**src/rtl/seg7_scan_ctrl_if.sv**
```systemverilog
// Host-side write port for the seg7 scan controller's digit registers.
interface seg7_scan_ctrl_if;
  logic       wr_en;
  logic [1:0] wr_addr;
  logic       wr_raw;
  logic [7:0] wr_data;

  modport master (output wr_en, wr_addr, wr_raw, wr_data);
  modport slave  (input  wr_en, wr_addr, wr_raw, wr_data);
endinterface

```
**src/rtl/seg7_scan_ctrl.sv**
```systemverilog
// 4-digit, 8-segment scan controller: round-robin digit slots, each a
// blank gap followed by a 16-step PWM ON phase. All pins are registered.
//
// state   | meaning
// --------+-----------------------------------------------------------
// S_BLANK | all digits/segments dark for BLANK_CYCLES (ghost suppression)
// S_ON    | digit idx_q driven for 16*STEP_CYCLES, lit while step < bri
module seg7_scan_ctrl #(
  parameter int BLANK_CYCLES   = 64,
  parameter int STEP_CYCLES    = 256,
  parameter bit SEG_ACTIVE_LOW = 1'b1,
  parameter bit DIG_ACTIVE_LOW = 1'b1
) (
  input  logic              clk_clk,
  input  logic              reset_reset,
  input  logic              run,
  seg7_scan_ctrl_if.slave   wr,
  input  logic [3:0]        brightness,
  input  logic [3:0]        digit_mask,
  output logic [3:0]        indicator,
  output logic [7:0]        segment,
  output logic              frame_tick
);

  localparam int BW = (BLANK_CYCLES > 1) ? $clog2(BLANK_CYCLES) : 1;
  localparam int SW = (STEP_CYCLES > 1) ? $clog2(STEP_CYCLES) : 1;
  localparam logic [BW-1:0] BLANK_LAST = BW'(BLANK_CYCLES - 1);
  localparam logic [SW-1:0] STEP_LAST  = SW'(STEP_CYCLES - 1);
  localparam logic [3:0] DIG_OFF = DIG_ACTIVE_LOW ? 4'hF : 4'h0;
  localparam logic [7:0] SEG_OFF = SEG_ACTIVE_LOW ? 8'hFF : 8'h00;

  typedef enum logic {S_BLANK, S_ON} state_t;

  state_t          state_q;
  logic [1:0]      idx_q;
  logic [BW-1:0]   blank_cnt_q;
  logic [SW-1:0]   step_cnt_q;
  logic [3:0]      step_q;
  logic [7:0]      seg_lat_q;
  logic [3:0]      bri_lat_q;
  logic            msk_lat_q;
  logic [3:0]      indicator_q;
  logic [7:0]      segment_q;
  logic            frame_tick_q;
  logic [7:0]      digit_q [4];

  logic [7:0]      wr_pat_d;
  logic            lit_d;
  logic [3:0]      sel_d;
  logic [3:0]      indicator_d;
  logic [7:0]      segment_d;

  // Segment order {g,f,e,d,c,b,a}, active-high.
  function automatic logic [6:0] hex7(input logic [3:0] h);
    case (h)
      4'h0: hex7 = 7'h3F;  4'h1: hex7 = 7'h06;  4'h2: hex7 = 7'h5B;  4'h3: hex7 = 7'h4F;
      4'h4: hex7 = 7'h66;  4'h5: hex7 = 7'h6D;  4'h6: hex7 = 7'h7D;  4'h7: hex7 = 7'h07;
      4'h8: hex7 = 7'h7F;  4'h9: hex7 = 7'h6F;  4'hA: hex7 = 7'h77;  4'hB: hex7 = 7'h7C;
      4'hC: hex7 = 7'h39;  4'hD: hex7 = 7'h5E;  4'hE: hex7 = 7'h79;  default: hex7 = 7'h71;
    endcase
  endfunction

  assign wr_pat_d = wr.wr_raw ? wr.wr_data : {wr.wr_data[4], hex7(wr.wr_data[3:0])};

  // Pin values for the current internal state; registered below.
  assign lit_d       = (state_q == S_ON) && (step_q < bri_lat_q) && msk_lat_q;
  assign sel_d       = 4'b0001 << idx_q;
  assign indicator_d = lit_d ? (DIG_ACTIVE_LOW ? ~sel_d : sel_d) : DIG_OFF;
  assign segment_d   = lit_d ? (SEG_ACTIVE_LOW ? ~seg_lat_q : seg_lat_q) : SEG_OFF;

  // Digit registers: always hold the raw active-high pattern; only reset clears them.
  always_ff @(posedge clk_clk or posedge reset_reset) begin
    if (reset_reset) begin
      for (int i = 0; i < 4; i++) digit_q[i] <= 8'h00;
    end else if (wr.wr_en) begin
      digit_q[wr.wr_addr] <= wr_pat_d;
    end
  end

  // Slot sequencer with registered pins; run=0 parks it at digit 0 BLANK.
  always_ff @(posedge clk_clk or posedge reset_reset) begin
    if (reset_reset) begin
      state_q      <= S_BLANK;
      idx_q        <= 2'd0;
      blank_cnt_q  <= '0;
      step_cnt_q   <= '0;
      step_q       <= 4'd0;
      seg_lat_q    <= 8'h00;
      bri_lat_q    <= 4'd0;
      msk_lat_q    <= 1'b0;
      indicator_q  <= DIG_OFF;
      segment_q    <= SEG_OFF;
      frame_tick_q <= 1'b0;
    end else if (!run) begin
      state_q      <= S_BLANK;
      idx_q        <= 2'd0;
      blank_cnt_q  <= '0;
      step_cnt_q   <= '0;
      step_q       <= 4'd0;
      indicator_q  <= DIG_OFF;
      segment_q    <= SEG_OFF;
      frame_tick_q <= 1'b0;
    end else begin
      indicator_q  <= indicator_d;
      segment_q    <= segment_d;
      frame_tick_q <= 1'b0;
      case (state_q)
        S_BLANK: begin
          if (blank_cnt_q == BLANK_LAST) begin
            // Latch everything the slot displays so mid-slot writes cannot tear it.
            blank_cnt_q <= '0;
            step_cnt_q  <= '0;
            step_q      <= 4'd0;
            seg_lat_q   <= digit_q[idx_q];
            bri_lat_q   <= brightness;
            msk_lat_q   <= digit_mask[idx_q];
            state_q     <= S_ON;
          end else begin
            blank_cnt_q <= blank_cnt_q + BW'(1);
          end
        end
        S_ON: begin
          if (step_cnt_q == STEP_LAST) begin
            step_cnt_q <= '0;
            if (step_q == 4'd15) begin
              state_q      <= S_BLANK;
              idx_q        <= idx_q + 2'd1;
              frame_tick_q <= (idx_q == 2'd3);
            end else begin
              step_q <= step_q + 4'd1;
            end
          end else begin
            step_cnt_q <= step_cnt_q + SW'(1);
          end
        end
        default: state_q <= S_BLANK;
      endcase
    end
  end

  assign indicator  = indicator_q;
  assign segment    = segment_q;
  assign frame_tick = frame_tick_q;

endmodule

```
**src/flat_wrapper.sv**
```systemverilog
// flat-port wrapper written by rule: the top's interface ports become plain ports
module seg7_scan_ctrl_flat 
#(
  parameter int BLANK_CYCLES   = 64,
  parameter int STEP_CYCLES    = 256,
  parameter bit SEG_ACTIVE_LOW = 1'b1,
  parameter bit DIG_ACTIVE_LOW = 1'b1
)
  (clk_clk, reset_reset, run, brightness, digit_mask, indicator, segment, frame_tick, wr_wr_en, wr_wr_addr, wr_wr_raw, wr_wr_data);
  seg7_scan_ctrl_if wr_i ();
  input  logic clk_clk;
  input  logic reset_reset;
  input  logic run;
  input  logic [3:0] brightness;
  input  logic [3:0] digit_mask;
  output logic [3:0] indicator;
  output logic [7:0] segment;
  output logic frame_tick;
  input wire logic [$bits(wr_i.wr_en)-1:0] wr_wr_en;
  input wire logic [$bits(wr_i.wr_addr)-1:0] wr_wr_addr;
  input wire logic [$bits(wr_i.wr_raw)-1:0] wr_wr_raw;
  input wire logic [$bits(wr_i.wr_data)-1:0] wr_wr_data;
  assign wr_i.wr_en = wr_wr_en;
  assign wr_i.wr_addr = wr_wr_addr;
  assign wr_i.wr_raw = wr_wr_raw;
  assign wr_i.wr_data = wr_wr_data;
  seg7_scan_ctrl #(.BLANK_CYCLES(BLANK_CYCLES), .STEP_CYCLES(STEP_CYCLES), .SEG_ACTIVE_LOW(SEG_ACTIVE_LOW), .DIG_ACTIVE_LOW(DIG_ACTIVE_LOW)) u_core (.clk_clk(clk_clk), .reset_reset(reset_reset), .run(run), .wr(wr_i), .brightness(brightness), .digit_mask(digit_mask), .indicator(indicator), .segment(segment), .frame_tick(frame_tick));
endmodule
```
**config.mk**
```make
export PLATFORM = sky130hd
export DESIGN_NAME = seg7_scan_ctrl_flat
export DESIGN_NICKNAME = d
export VERILOG_FILES = /design/src/rtl/seg7_scan_ctrl_if.sv /design/src/rtl/seg7_scan_ctrl.sv /design/src/flat_wrapper.sv
export SDC_FILE = /design/constraint.sdc
export NUM_CORES = 1
export LEC_CHECK = 0
export CORE_UTILIZATION = 62
export DETAILED_ROUTE_END_ITERATION = 8
export HOLD_SLACK_MARGIN = 0.03
export PLACE_DENSITY = 0.89
export SLEW_MARGIN = 40
export SYNTH_ARGS = -nofsm -noshare
export SYNTH_HDL_FRONTEND = slang
export SYNTH_SLANG_ARGS = --single-unit
```
**constraint.sdc**
```tcl
create_clock -name clk_clk -period 6.4 [get_ports clk_clk]
set_input_delay 0.64 -clock clk_clk [delete_from_list [all_inputs] [get_ports clk_clk]]
set_output_delay 0.64 -clock clk_clk [all_outputs]
set_load 0.05 [all_outputs]
```
==> impl_metrics.yaml, run 1 <==
outcome:
  status: "completed"
route:
  drt_iter0_markers: 220
  drc: 0
  routedWlPerCell_um: 16.7
  vias: 2793
  wirelength_um: 7670
  drtPass1Iterations: 4
  ant_nets: 0
  vias_per_cell: 6.07
timing:
  fin_crit_ns: 2.31
  hold_slack_ns: 0.446
  fmax_mhz: 434
  skew_ns: 0.00601
  worstMarginPinSlew_ns: 0.739
  setup_tns_ns: 0
  fin_crit_sh_pct: 36.0
  slew_headroom_pct: 50.6
  finalSetupViolations: 0
  hold_viol_final: 0
  slew_violations: 0
  rsz0062_at_grt: "false"
yosys:
  yosysWarnings: 0
  yosysTopAreaCell: "dfrtp_1"
  synthArstFlopShare_pct: 100
  ys.flop_type: "dfrtp_1"
  syn_avg_cell_area_um2: 11.0
  synth.ff_latch_count: 79
  yosysTopAreaCellShare_pct: 43.4
  netlist_area_um2: 3860
  synth_edf_count: 0
  synth.area.top_cells: "dfrtp_1 43%, dfstp_2 8.2%, ha_1 5.5%, mux4_2 5.3%, o21ai_0 5.2%"
  yosysUniqueCellTypes: 45
  synth.yosys.seq_area_share_pct: 51.6
  syn_inst: 350
  synth_fp_nets: 390
clocking:
  cts_buffers: 9
  cts_tree: "built"
  cts-resized-gates: 0
  clk_path_buf_depth: 2
  clk_pin_slew_worst_paths_ns: 0.07
  ctsHoldBuffers: 0
  post_cts_buffers: 0
  root_buffer: "clkbuf_8"
  cts_max_level: 3
  clock_sinks: 79
  clock_latency_ns: 0.35
final_layout:
  n_antenna_cell: 0
  design_area_um2: 4450
  final_core_util_pct: 74.8
  drive_above_1_share_pct: 16.4
  regArea_um2: 1990
  syn2layout_area_growth_pct: 15.4
  nFillCells: 394
  multi_input_area_um2: 1750
  nNetsFinal: 420
placed_design:
  hpwlAfterDp_um: 5240
  placedInstanceArea_um2: 4250
  portBuffers: 35
  place_congestion: 0.811
critical_path:
  worstPathRequired_ns: 6.63
  path_delay_family: "simple AND/OR/NAND/NOR gates"
  critical_path_buf_inv_count: 1
  crit_fanout: 13
  critPathSlowestCell: "clkdlybuf4s50_1"
  max_stage_delay_ns: 0.62
  worstPathCellList: "clkdlybuf4s50_1 > nor2b_1 > nand3_1 > mux2_2"
  start_kind: "primary input"
  crit_path_end_kind: "flip-flop"
  worstPathArrival_ns: 2.54
  critical_path_class: "primary input to flip-flop"
floorplanning:
  die_h_um: 80.9
  die_w_um: 80.9
  initial_core_util_pct: 64.8
  coreArea_um2: 5960
  ios: 36
  die-area_um2: 6550
  row_count: 28
hold_path:
  hp-class: "flip-flop to flip-flop"
global_route:
  grt_pass1_wl_um: 12900
  grt_max_degree: 80
  first_global_vias: 2719
  antenna_found_initial: 0
  grt_util_all_layers_pct: 26.2
  gr-total-overflow: 0
pwr:
  total_power_mw: 1.04
  irDropWorstVdd_uv: 160
  power_density_nw_per_um2: 234
  p_leak_nw: 1.92
flow_run:
  maxCapViolCount: 0
state kept, by name (all words and copies together), names as in the netlist:
signal / flops
u_core.digit_q: 32
u_core.seg_lat_q: 8
u_core.segment: 8
u_core.step_cnt_q: 8
u_core.blank_cnt_q: 6
u_core.bri_lat_q: 4
u_core.indicator: 4
u_core.step_q: 4
u_core.idx_q: 2
u_core.frame_tick: 1
u_core.msk_lat_q: 1
u_core.state_q: 1
per-stage QoR:
step	setup slack, ns	instances
after floorplan	3.76	350
after global placement	3.64	444
after detailed placement	3.78	444
after CTS	4.09	460
after global routing	3.96	460
final	4.09	460
path summary, 6_finish.rpt:
check / to / depth (start not counted) / slack, ns / from
setup / recovery: u_core.seg_lat_q[2]$_DFFE_PP0P_ / 4 / 4.09 / run
hold / removal: u_core.segment[0]$_DFF_PP1_ / 1 / 0.45 / u_core.seg_lat_q[0]$_DFFE_PP0P_
setup reg to reg: u_core.seg_lat_q[2]$_DFFE_PP0P_ / 4 / 4.37 / u_core.blank_cnt_q[0]$_DFFE_PP0P_
hold reg to reg: u_core.segment[0]$_DFF_PP1_ / 1 / 0.45 / u_core.seg_lat_q[0]$_DFFE_PP0P_
max in group asynchronous: u_core.digit_q[20]$_DFFE_PP0P_ / 3 / 5.14 / reset_reset
min in group asynchronous: u_core.step_cnt_q[6]$_DFFE_PP0P_ / 3 / 0.78 / reset_reset
metal layers:
layer  part of all wire [%]  global-route usage (%)  wire, um  vias up
met4                    1.7                    10.0       127        0
met2                     49                    42.1      3750       97
met5                      0                       0         0        -
li1                       -                       -         -     1319
met3                    5.2                    4.61       402       15
met1                     44                    35.6      3400     1362
area by class of cell:
| cell class | count | area share, % |
|---|---|---|
| Sequential cell | 79 | 44.7 |
| Multi-Input combinational cell | 239 | 39.3 |
| Timing Repair Buffer | 36 | 8.12 |
| Clock buffer | 11 | 3.17 |
| Tap cell | 75 | 2.11 |
| Clock inverter | 5 | 1.29 |
| Inverter | 15 | 1.26 |
synth_stat cells, types with 4 or more instances:
master and instances:
dfrtp_1 67, nand2_1 41, o21ai_0 40, ha_1 17, mux2_2 17, a21oi_1 16, inv_1 15, o211ai_1 13
dfstp_2 12, nand3_1 11, mux2i_1 9, mux4_2 9, nor2_1 9, buf_2 8, clkbuf_1 8, nor3_1 7
and2_1 5, nor2b_1 4
power breakdown:
group	internal, mW	switching, mW	total, mW
Sequential	0.538	0.0240	0.562
Combinational	0.0505	0.0573	0.108
Clock	0.190	0.180	0.371
Total	0.779	0.262	1.04
cells by family after synthesis:
family	Yosys count	share of synthesized area (%)
and+or+nand+nor	95	12.2
xor gates and xnor gates	5	1.13
adders and majority gates	17	5.51
DFF	79	51.6
buffers and inverters	32	3.37
muxes	35	12.5
AOI/OAI and AO/OA	87	13.6
cell usage in the layout, fill, tap and decap left out, drive strengths merged, types with 12 or more instances in the layout:
master,instances
mux2,17
dfrtp,67
o211ai,13
ha,17
o21ai,40
a21oi,16
inv,15
dfstp,12
clkdlybuf4s50,35
nand2,41
Note: power is estimated with default switching activity, not from simulation.
==> inputs of run 2 (changes only) <==
- CORE_UTILIZATION: 62 -> 52
- PLACE_DENSITY: 0.89 -> 0.8
- clock period: 6.4 -> 1.9 ns (I/O delays scaled with it)
==> run 2 against run 1 <==
Against the previous run: critical path type is now flip-flop to output pin; design area is 4.2% higher; global-route usage shrank 4.4 points; clock skew rose by 0.0036 ns; sequential power grew to 3.4 times the previous value; worst hold slack got worse by 0.16 ns; sequential share of layout area fell by 1.8 points; die area rose by 19%; highest routed layer unchanged; register-to-register slack worse by 4.2 ns.
==> impl_metrics.yaml, run 2 (synthesis gave the netlist of run 1 again) <==
critical_path:
  worstPathArrival_ns: 1.65
  path_delay_family: "buffers and inverters"
  start_kind: "flip-flop"
  crit_fanout: 1
  worstPathRequired_ns: 1.71
  crit_path_end_kind: "output pin"
  critPathSlowestCell: "clkdlybuf4s50_1"
  max_stage_delay_ns: 0.79
  critical_path_class: "flip-flop to output pin"
  critical_path_buf_inv_count: 1
  worstPathCellList: "clkdlybuf4s50_1"
floorplanning:
  ios: 36
  coreArea_um2: 7210
  die-area_um2: 7770
  die_h_um: 88.2
  die_w_um: 88.2
  row_count: 31
  initial_core_util_pct: 53.5
route:
  drtPass1Iterations: 4
  drc: 0
  vias: 2799
  ant_nets: 0
  routedWlPerCell_um: 14.7
  vias_per_cell: 5.51
  wirelength_um: 7470
  drt_iter0_markers: 181
final_layout:
  drive_above_1_share_pct: 20.5
  fin_cells: 508
  largest_register_ff_count: 32
  regMostFlops: "u_core.digit_q"
  nNetsFinal: 444
  syn2layout_area_growth_pct: 20.2
  final_cell_mix: "67 x dfrtp_1, 41 x nand2_1, 40 x o21ai_0"
  design_area_um2: 4640
  n_antenna_cell: 0
  layout.cells.most_common: "dfrtp_1"
clocking:
  post_cts_buffers: 0
  cts_max_level: 3
  clk_pin_slew_worst_paths_ns: 0.08
  cts_buffers: 9
  root_buffer: "clkbuf_8"
  ctsHoldBuffers: 0
  clock_latency_ns: 0.35
  cts-resized-gates: 0
  clock_sinks: 79
  clk_path_buf_depth: 2
  cts_tree: "built"
outcome:
  status: "completed"
global_route:
  grt_util_all_layers_pct: 21.8
  gr-total-overflow: 0
  first_global_vias: 2705
  antenna_found_initial: 0
  grt_max_degree: 80
  grt_pass1_wl_um: 12800
timing:
  fin_crit_sh_pct: 97.0
  rsz0062_at_grt: "false"
  slew_headroom_pct: 66.4
  fmax_mhz: 543
  skew_ns: 0.00958
  slew_violations: 0
  hold_slack_ns: 0.281
  fin_crit_ns: 1.84
  finalSetupViolations: 0
  hold_viol_final: 0
  worstMarginPinSlew_ns: 0.504
  setup_tns_ns: 0
pwr:
  irDropWorstVdd_uv: 339
  power_density_nw_per_um2: 723
  p_leak_nw: 2.02
placed_design:
  hpwlAfterDp_um: 5360
  placedInstanceArea_um2: 4460
  portBuffers: 35
  numPlacedInstances: 492
  place_congestion: 0.873
flow_run:
  maxCapViolCount: 0
hold_path:
  hp-class: "primary input to async pin"
[run 2: cell types whose count changed in the layout (fill, tap and decap cells not counted), moves of 2 or more]
| cell | change |
|---|---|
| buf_4 | +24 |
| clkdlybuf4s50_1 | -4 |
| clkinv_2 | +2 |
| dlymetal6s2s_1 | +4 |
| nor3b_1 | +2 |
| nor3b_2 | -2 |
[run 2: layout make-up]
| class | count | area [um^2] |
|---|---|---|
| clock inverters | 6 | 37.5 |
| well taps | 99 | 124 |
| repair buffers | 60 | 561 |
| fillers | 563 | 2570 |
| flip-flops and latches | 79 | 1990 |
| clock buffers | 10 | 128 |
| inverters | 15 | 60.1 |
| multi-input cells | 239 | 1740 |
[run 2: worst paths after layout]
check	from	endpoint	slack, ns	depth (start not counted)
setup / recovery	u_core.segment[1]$_DFF_PP1_	segment[1]	0.06	1
hold / removal	reset_reset	u_core.bri_lat_q[0]$_DFFE_PP0P_	0.28	3
setup reg to reg	u_core.blank_cnt_q[0]$_DFFE_PP0P_	u_core.step_cnt_q[7]$_DFFE_PP0P_	0.16	5
hold reg to reg	u_core.seg_lat_q[5]$_DFFE_PP0P_	u_core.segment[5]$_DFF_PP1_	0.43	1
max in group asynchronous	reset_reset	u_core.indicator[3]$_DFF_PP1_	1.26	3
min in group clk_clk	u_core.seg_lat_q[5]$_DFFE_PP0P_	u_core.segment[5]$_DFF_PP1_	0.43	1
[run 2: worst min-delay path: cells and delay by family]
family                 cells  cell delay (ns)
buffers and inverters      3             0.86
[run 2: power breakdown]
part	switching, mW	internal (mW)	total, mW	leakage, nW
combinational	0.196	0.193	0.389	0.937
sequential	0.0800	1.81	1.89	1.00
clock	0.604	0.467	1.07	0.0781
total	0.880	2.47	3.35	2.02
[run 2: per-layer routing]
layer | part of all wire [%] | routed length (um) | GRT usage [%]
met5 | 0 | 0 | 0
met4 | 2.2 | 162 | 8.36
met3 | 4.2 | 315 | 5.66
met2 | 47 | 3510 | 33.4
met1 | 47 | 3480 | 29.9
[run 2: stage by stage]
| step | utilization, % | power (mW) | worst slack, ns |
|---|---|---|---|
| CTS | 64.2 | 3.38 | 0.0353 |
| finish | 64.3 | 3.35 | 0.0575 |
| global placement | 61.9 | 2.28 | 0.0240 |
| detailed placement | 61.9 | 2.31 | -0.0886 |
| global route | 64.3 | 3.53 | 0.00876 |
| floorplan | - | 2.14 | 0.263 |
==> inputs of run 3 (changes only) <==
- CORE_UTILIZATION: 52 -> 50
- MAX_ROUTING_LAYER: unset -> met4
- PLACE_DENSITY: 0.8 -> 0.78
==> run 3 against run 2 <==
Against the previous run: setup slack better by 0.0099 ns; power is 7.5% higher; sequential power hardly changed; combinational power is 2% lower; first-iteration DRC count is 12% lower; utilization is 1.1 points lower; routed wire length is 1.1% lower; sequential share of layout area is 0.15 points lower; critical endpoint unchanged; maximum frequency is 0.54% higher.
==> impl_metrics.yaml, run 3 (synthesis gave the netlist of run 1 again) <==
placed_design:
  pre_cts_ws_ns: -0.125
  hpwlAfterDp_um: 5270
  place_congestion: 0.894
  portBuffers: 35
floorplanning:
  ios: 36
  row_count: 31
  die_h_um: 89.9
  die_w_um: 89.9
  initial_core_util_pct: 52.4
  coreArea_um2: 7370
  die-area_um2: 8070
global_route:
  first_global_vias: 2689
  grt_util_all_layers_pct: 20.5
  grt_pass1_wl_um: 12900
  antenna_found_initial: 0
  grt_max_degree: 80
  gr-total-overflow: 0
critical_path:
  path_delay_family: "buffers and inverters"
  reg2reg_slack_ns: 0.12
  crit_fanout: 1
  start_kind: "flip-flop"
  worstPathCellList: "clkdlybuf4s50_1"
  critical_path_class: "flip-flop to output pin"
  worstPathArrival_ns: 1.64
  worstPathRequired_ns: 1.71
  critPathSlowestCell: "clkdlybuf4s50_1"
  max_stage_delay_ns: 0.79
  rr_worst_depth: 5
  crit_path_end_kind: "output pin"
  r2r_end: "u_core.step_cnt_q[7]$_DFFE_PP0P_"
  critical_path_buf_inv_count: 1
  timing.rr.start: "u_core.blank_cnt_q[0]$_DFFE_PP0P_"
timing:
  fin_crit_sh_pct: 96.4
  rsz0062_at_grt: "false"
  finalSetupViolations: 0
  skew_ns: 0.00768
  hold_viol_final: 0
  fin_crit_ns: 1.83
  worstMarginPinSlew_ns: 0.496
  slew_violations: 0
  fin_ws_ns: 0.0675
  fmax_mhz: 546
  slew_headroom_pct: 66.9
  hold_slack_ns: 0.298
clocking:
  cts_max_level: 3
  ctsHoldBuffers: 0
  cts-resized-gates: 0
  cts_tree: "built"
  clk_pin_slew_worst_paths_ns: 0.08
  post_cts_buffers: 0
  clock_sinks: 79
  cts_buffers: 9
  clock_latency_ns: 0.34
  clk_path_buf_depth: 2
  root_buffer: "clkbuf_8"
route:
  drt_iter0_markers: 160
  ant_nets: 0
  drtPass1Iterations: 4
  wirelength_um: 7380
  vias: 2744
  vias_per_cell: 5.43
  drc: 0
  routedWlPerCell_um: 14.6
hold_path:
  hp-class: "primary input to async pin"
pwr:
  p_switching_uw: 865
  irDropWorstVdd_uv: 372
  p_comb_share_pct: 10.6
  p_int_mw: 2.74
  pwr-share-clk_pct: 36.9
  swShare_pct: 24.0
  power_density_nw_per_um2: 774
  p_leak_nw: 2.03
  seq_power_share_pct: 52.4
flow_run:
  maxCapViolCount: 0
outcome:
  status: "completed"
final_layout:
  regArea_um2: 1990
  n_antenna_cell: 0
  drive_above_1_share_pct: 20.0
  largest_register_ff_count: 32
  regMostFlops: "u_core.digit_q"
  final_cell_mix: "67 x dfrtp_1, 41 x nand2_1, 40 x o21ai_0"
  nNetsFinal: 441
  layout.cells.most_common: "dfrtp_1"
  nFillCells: 597
  multi_input_area_um2: 1740
  syn2layout_area_growth_pct: 20.6
run 3: cell count changes in the layout (fill, tap and decap cells not counted):
| cell | previous run | this run |
|---|---|---|
| clkinv_4 | 0 | 1 |
| bufinv_16 | 0 | 2 |
| clkinv_2 | 3 | 2 |
| dlymetal6s2s_1 | 4 | 0 |
| clkinvlp_4 | 4 | 2 |
| buf_4 | 24 | 21 |
| clkdlybuf4s50_1 | 31 | 35 |
run 3: how the worst max path moves through the flow:
stage | startpoint | to | cells after the start
3_3_place_gp | wr_wr_data[3] | u_core.digit_q[10]$_DFFE_PP0P_ | 5
5_1_grt | u_core.segment[6]$_DFF_PP1_ | segment[6] | 1
4_1_cts | u_core.segment[1]$_DFF_PP1_ | segment[1] | 1
2_1_floorplan | u_core.blank_cnt_q[0]$_DFFE_PP0P_ | u_core.bri_lat_q[3]$_DFFE_PP0P_ | 5
3_5_place_dp | wr_wr_data[0] | u_core.digit_q[13]$_DFFE_PP0P_ | 8
6_report | u_core.segment[1]$_DFF_PP1_ | segment[1] | 1
run 3: stage by stage:
| stage | cells | TNS (ns) | utilization, % | power (mW) | cell area [um^2] |
|---|---|---|---|---|---|
| finish | 505 | 0 | 63.2 | 3.60 | 4660 |
| global route | 505 | 0 | 63.2 | 3.78 | 4660 |
| CTS | 505 | 0 | 63.2 | 3.63 | 4660 |
| detailed placement | 489 | -0.965 | 60.3 | 2.30 | 4440 |
| global placement | 489 | 0 | 60.3 | 2.27 | 4440 |
| floorplan | 350 | 0 | - | 2.14 | 3860 |
run 3: power groups by stage:
stage / registers (mW) / logic (mW) / clock network, mW
floorplan: 1.89 / 0.246 / 0
global placement: 1.91 / 0.366 / 0
detailed placement: 1.92 / 0.385 / 0
CTS: 1.89 / 0.390 / 1.35
global route: 1.91 / 0.436 / 1.44
finish: 1.89 / 0.383 / 1.33
run 3: per-layer routing:
metal / global-route usage, % / routed length (um)
met4: 6.45 / 87
met2: 32.4 / 3590
met3: 3.05 / 250
met5: - / 0
met1: 27.7 / 3450
run 3: area by class of cell:
| cell class | count | area share [%] |
|---|---|---|
| Clock buffer | 10 | 2.74 |
| Sequential cell | 79 | 42.8 |
| Timing Repair Buffer | 57 | 11.3 |
| Inverter | 15 | 1.29 |
| Multi-Input combinational cell | 239 | 37.3 |
| Clock inverter | 6 | 1.85 |
| Tap cell | 99 | 2.66 |
